$ cat src/rtl/act_packer.sv
// act_packer: quantizes sign-magnitude MAC results to 8-bit activations and packs them into N_OUT-wide vectors.
module act_packer #(
    parameter int N_OUT = 62,
    parameter int SHIFT = 7,
    parameter int RELU  = 1
) (
    input  logic               clk,
    input  logic               rst_n,
    input  logic               in_valid,
    output logic               in_ready,
    input  logic [20:0]        in_data,
    input  logic               flush,
    output logic               out_valid,
    input  logic               out_ready,
    output logic [N_OUT*8-1:0] out_data,
    output logic [5:0]         count
);
    localparam logic [0:0] COLLECT = 1'b0;
    localparam logic [0:0] FULL    = 1'b1;
    logic [0:0]  state;
    logic [19:0] m;
    logic [6:0]  mag7;
    logic [7:0]  q_byte;
    logic        accept;
    logic        hs;
    logic        close;
    always_comb begin
        m      = in_data[19:0] >> SHIFT;
        mag7   = |m[19:7] ? 7'h7f : m[6:0];
        q_byte = ((RELU != 0 && in_data[20]) || mag7 == 7'd0) ? 8'h00 : {in_data[20], mag7};
        accept = in_valid && in_ready;
        hs     = out_valid && out_ready;
        close  = (accept && count == 6'(N_OUT - 1)) || (flush && (accept || count != 6'd0));
    end
    // Unwritten elements are already zero (cleared on reset and handshake), so a flush needs no explicit fill.
    always_ff @(posedge clk) begin
        if (!rst_n) begin
            state     <= COLLECT;
            in_ready  <= 1'b1;
            out_valid <= 1'b0;
            count     <= 6'd0;
            out_data  <= '0;
        end else if (state == FULL) begin
            if (hs) begin
                state     <= COLLECT;
                in_ready  <= 1'b1;
                out_valid <= 1'b0;
                count     <= 6'd0;
                out_data  <= '0;
            end
        end else begin
            if (accept) begin
                out_data[8*count +: 8] <= q_byte;
                count                  <= count + 6'd1;
            end
            if (close) begin
                state     <= FULL;
                in_ready  <= 1'b0;
                out_valid <= 1'b1;
            end
        end
    end
endmodule

$ cat config.mk
export PLATFORM = sky130hd
export DESIGN_NAME = act_packer
export DESIGN_NICKNAME = d
export VERILOG_FILES = /design/src/rtl/act_packer.sv
export SDC_FILE = /design/constraint.sdc
export NUM_CORES = 1
export LEC_CHECK = 0
export CORE_UTILIZATION = 41
export CTS_CLUSTER_SIZE = 20
export DETAILED_ROUTE_END_ITERATION = 8
export DONT_BUFFER_PORTS = 1
export HOLD_SLACK_MARGIN = 0.05
export PLACE_DENSITY = 0.6
export REMOVE_ABC_BUFFERS = 1
export SLEW_MARGIN = 25
export SYNTH_ARGS = -nofsm -noshare
export SYNTH_HDL_FRONTEND = slang
export SYNTH_SLANG_ARGS = --single-unit
$ cat constraint.sdc
create_clock -name clk -period 7.87 [get_ports clk]
set_input_delay 0.3935 -clock clk [delete_from_list [all_inputs] [get_ports clk]]
set_output_delay 0.3935 -clock clk [all_outputs]
set_load 0.02 [all_outputs]
==> out/results.tsv <==
stage	metric	value	unit
yosys	FFs w/ async S/R, synth	0	%
pwr	Worst VDD drop	0.166	mV
placement	DP Wirelength	59.9	mm
floorplan	I/O pin count	530	
yosys	post-synthesis mux area share	0.889	%
floorplan	die area	0.0469	sq mm
route	DR DRC count	0	
yosys	Synth Area in Adders	0.265	%
critical_path	Slowest cell on crit path	ha_1	
yosys	Main synth FF type	dfxtp_1	
sta	RSZ-0062 raised after global routing	false	
layout	fillers	4302	
cts	CTS sink cnt	505	
status	status	completed	
layout	Final Util	47.2	%
cts	Worst-path clk slew	0.06	ns
critical_path	Crit Path Class	flip-flop to flip-flop	
floorplan	Starting Density	41.6	%
pwr	Pleak	7.38	nW
layout	Multi-input gate area	0.00833	sq mm
layout	antenna diode count	0	
layout	fraction of layout instances using a drive strength above 1	12.7	%
critical_path	crit-path cells	buf_4 -> or4_1 -> nor2_1 -> ha_1 -> clkinv_1 -> a21oi_1 -> nand3_1 -> nor2_1 -> a32o_1	
sta	Tmin final	5.15	ns
layout	Area Growth Syn to Fin	13.5	%
sta	Slew headroom	25.4	%
yosys	Post-Synthesis Cells	1862	
floorplan	Die X	217	um
global_routing	global-route wire length before repair	115	mm
yosys	Post-synth EDFFs	0	
yosys	complex-gate fraction of the synthesized area	24.7	%
sta	setup TNS	0	ns
yosys	Synth Area in XOR/XNOR	0.796	%
route	starting DRC count in detailed routing	1650	
yosys	largest family of logic cells by synthesized area	compound AO/OA/AOI/OAI gates	
layout	Storage cell area	0.0101	sq mm
cts	CTS H-Tree Depth	2	
yosys	number of synthesized register bits	505	
pwr	pwr dens	267	mW/mm^2
layout	Nets	1894	
critical_path	CP startpoint kind	flip-flop	
route	Detail Route Antenna Nets	0	
cts	Clock Latency Late Sink	0.62	ns
sta	Final Max Slew Viols	0	
sta	fmax	194	MHz
yosys	Mapped Area	0.0189	sq mm
sta	fin crit share	65.4	%
yosys	Post-synth top cells	dfxtp_1, nand2_1, a22o_1	
global_routing	vias in the first global route	15500	
sta	final worst slack	2.72	ns
critical_path	cell mode on critical path	nor2_1	
critical_path	Crit path buffers/inverters	2	
yosys	top post-synthesis cells by area	dfxtp_1, a22o_1, nand2_1	
global_routing	largest net degree at the start of global routing	70	
sta	final setup vio count	0	
route	routed wire length per instance	32.7	um
cts	CTS buffer count	52	
global_routing	GRT overflow	0	
sta	final hold violations	0	
cts	TritonCTS clock tree	done	
floorplan	row cnt	78	
critical_path	Setup crit end kind	flip-flop	
critical_path	WP data arrival	5.70	ns
route	final wirelength	81.9	mm
route	DR pass1 iterations	6	
cts	CTS resizes	0	
critical_path	kind of cell adding the most delay to the critical path	simple AND/OR/NAND/NOR gates	
floorplan	core area	0.0454	sq mm
run	maxcap violations	0	
sta	slew of the pin with the lowest slew margin	1.11	ns
yosys	Synth Area per Inst	10.1	sq um
cts	Max Root-Sink Buffers	3	
yosys	distinct cell type count after synthesis	84	
yosys	Yosys top cell area share	53.6	%
yosys	most area-hungry cell type in the Yosys netlist	dfxtp_1	
cts	root buffer cell	clkbuf_16	
yosys	yosys warns	0	
hold_path	Hold WC Path Type	primary input to flip-flop	
placement	Final GP Congestion	0.977	
placement	pre-CTS setup slack	2.90	ns
critical_path	Crit path largest cell delay	0.88	ns
critical_path	crit path max fanout	26	
yosys	cell with the most instances after synthesis	dfxtp_1	
critical_path	CP required	8.42	ns
placement	Port-buffer cells	0	
sta	Setup Skew	0.0236	ns
global_routing	initial antenna violation count	3	
floorplan	Die H	217	um
route	via count	16400	
yosys	Post-Synth Simple-Gate Area	17.0	%
yosys	sequential cell area fraction in the yosys report	53.6	%
route	vias per inst	6.55	
global_routing	total track usage	33.5	%
[timing repair]
item / CTS / global route
hold buffers: 2 / 0
setup buffers: 0 / 0
endpoints found under the hold margin: 20 / 0
[state kept, by name, summed over array words and instances, names as in the netlist]
register   cells
count          6
in_ready       1
out_data     496
out_valid      1
state          1
[worst register-to-register path, stage by stage, from the launching register on]
cell	delay, ns
dfxtp_1	0.29
buf_4	0.25
or4_1	0.57
nor2_1	0.12
ha_1	0.88
clkinv_1	0.86
a21oi_1	0.66
nand3_1	0.54
nor2_1	0.68
a32o_1	0.26
[cell type report]
| cell class | count | share of cell area [%] |
|---|---|---|
| Tap cell | 600 | 3.50 |
| Timing Repair Buffer | 51 | 1.86 |
| Clock inverter | 22 | 1.24 |
| Multi-Input combinational cell | 1242 | 38.9 |
| Sequential cell | 505 | 47.2 |
| Clock buffer | 71 | 7.11 |
| Inverter | 12 | 0.210 |
[where the power goes]
part           internal, W  leakage (nW)  switching (W)
Sequential         0.00256          4.07      0.0000118
Combinational    0.0000983          2.43       0.000451
Clock              0.00152         0.881        0.00107
Total              0.00418          7.38        0.00153
[layout by cell type, fill, tap and decap left out, types with 6 or more instances in the layout]
cell	count
a21oi_1	65
nor4_1	9
a22o_1	169
and3_1	22
o211ai_1	30
nor4_2	10
nor2_2	6
or3_1	6
a31oi_1	10
nor2_1	129
nor3_1	32
nand2_1	209
o2bb2ai_1	87
a32o_1	41
inv_1	10
dfxtp_1	505
mux2i_1	13
a32oi_1	10
and2_1	25
nand4_1	30
clkbuf_8	13
buf_4	49
o21ai_2	10
o31ai_1	14
nor3_2	15
clkinv_2	8
o21ai_0	75
o21ai_1	14
nor2b_1	6
nand3_1	79
or4_1	13
a31o_2	9
nand2b_1	7
clkbuf_16	53
[cell families after synthesis]
group | count (synthesis)
buffers and inverters | 115
DFF | 505
muxes | 16
AOI/OAI and AO/OA | 580
adders and majority gates | 4
xor gates and xnor gates | 12
and+or+nand+nor | 630
[routing by layer]
layer,track usage (%),part of all wire [%],vias to the layer above
met5,0,0.033,-
met4,15.1,4.6,4
met3,12.6,12,203
met2,52.8,46,1021
met1,40.6,38,8162
li1,-,-,7008
[through the flow]
step,area (sq um),hold WS (ns),power (W),cells
after detailed placement,19600,0.546,0.00315,2408
final,21400,0.0795,0.00571,2503
after global routing,21400,0.0825,0.00586,2503
after CTS,21400,0.0531,0.00570,2503
after global placement,19600,0.537,0.00314,2408
after floorplan,18400,0.509,0.00292,1759
[worst paths after layout]
kind,to,start,slack (ns),cells after the start
setup / recovery,out_data[238],count[2],2.72,9
hold / removal,out_data[1],rst_n,0.08,3
setup reg to reg,out_data[238],count[2],2.72,9
hold reg to reg,out_data[39],out_data[39],0.56,2
Power figures use the tool's default switching activity.
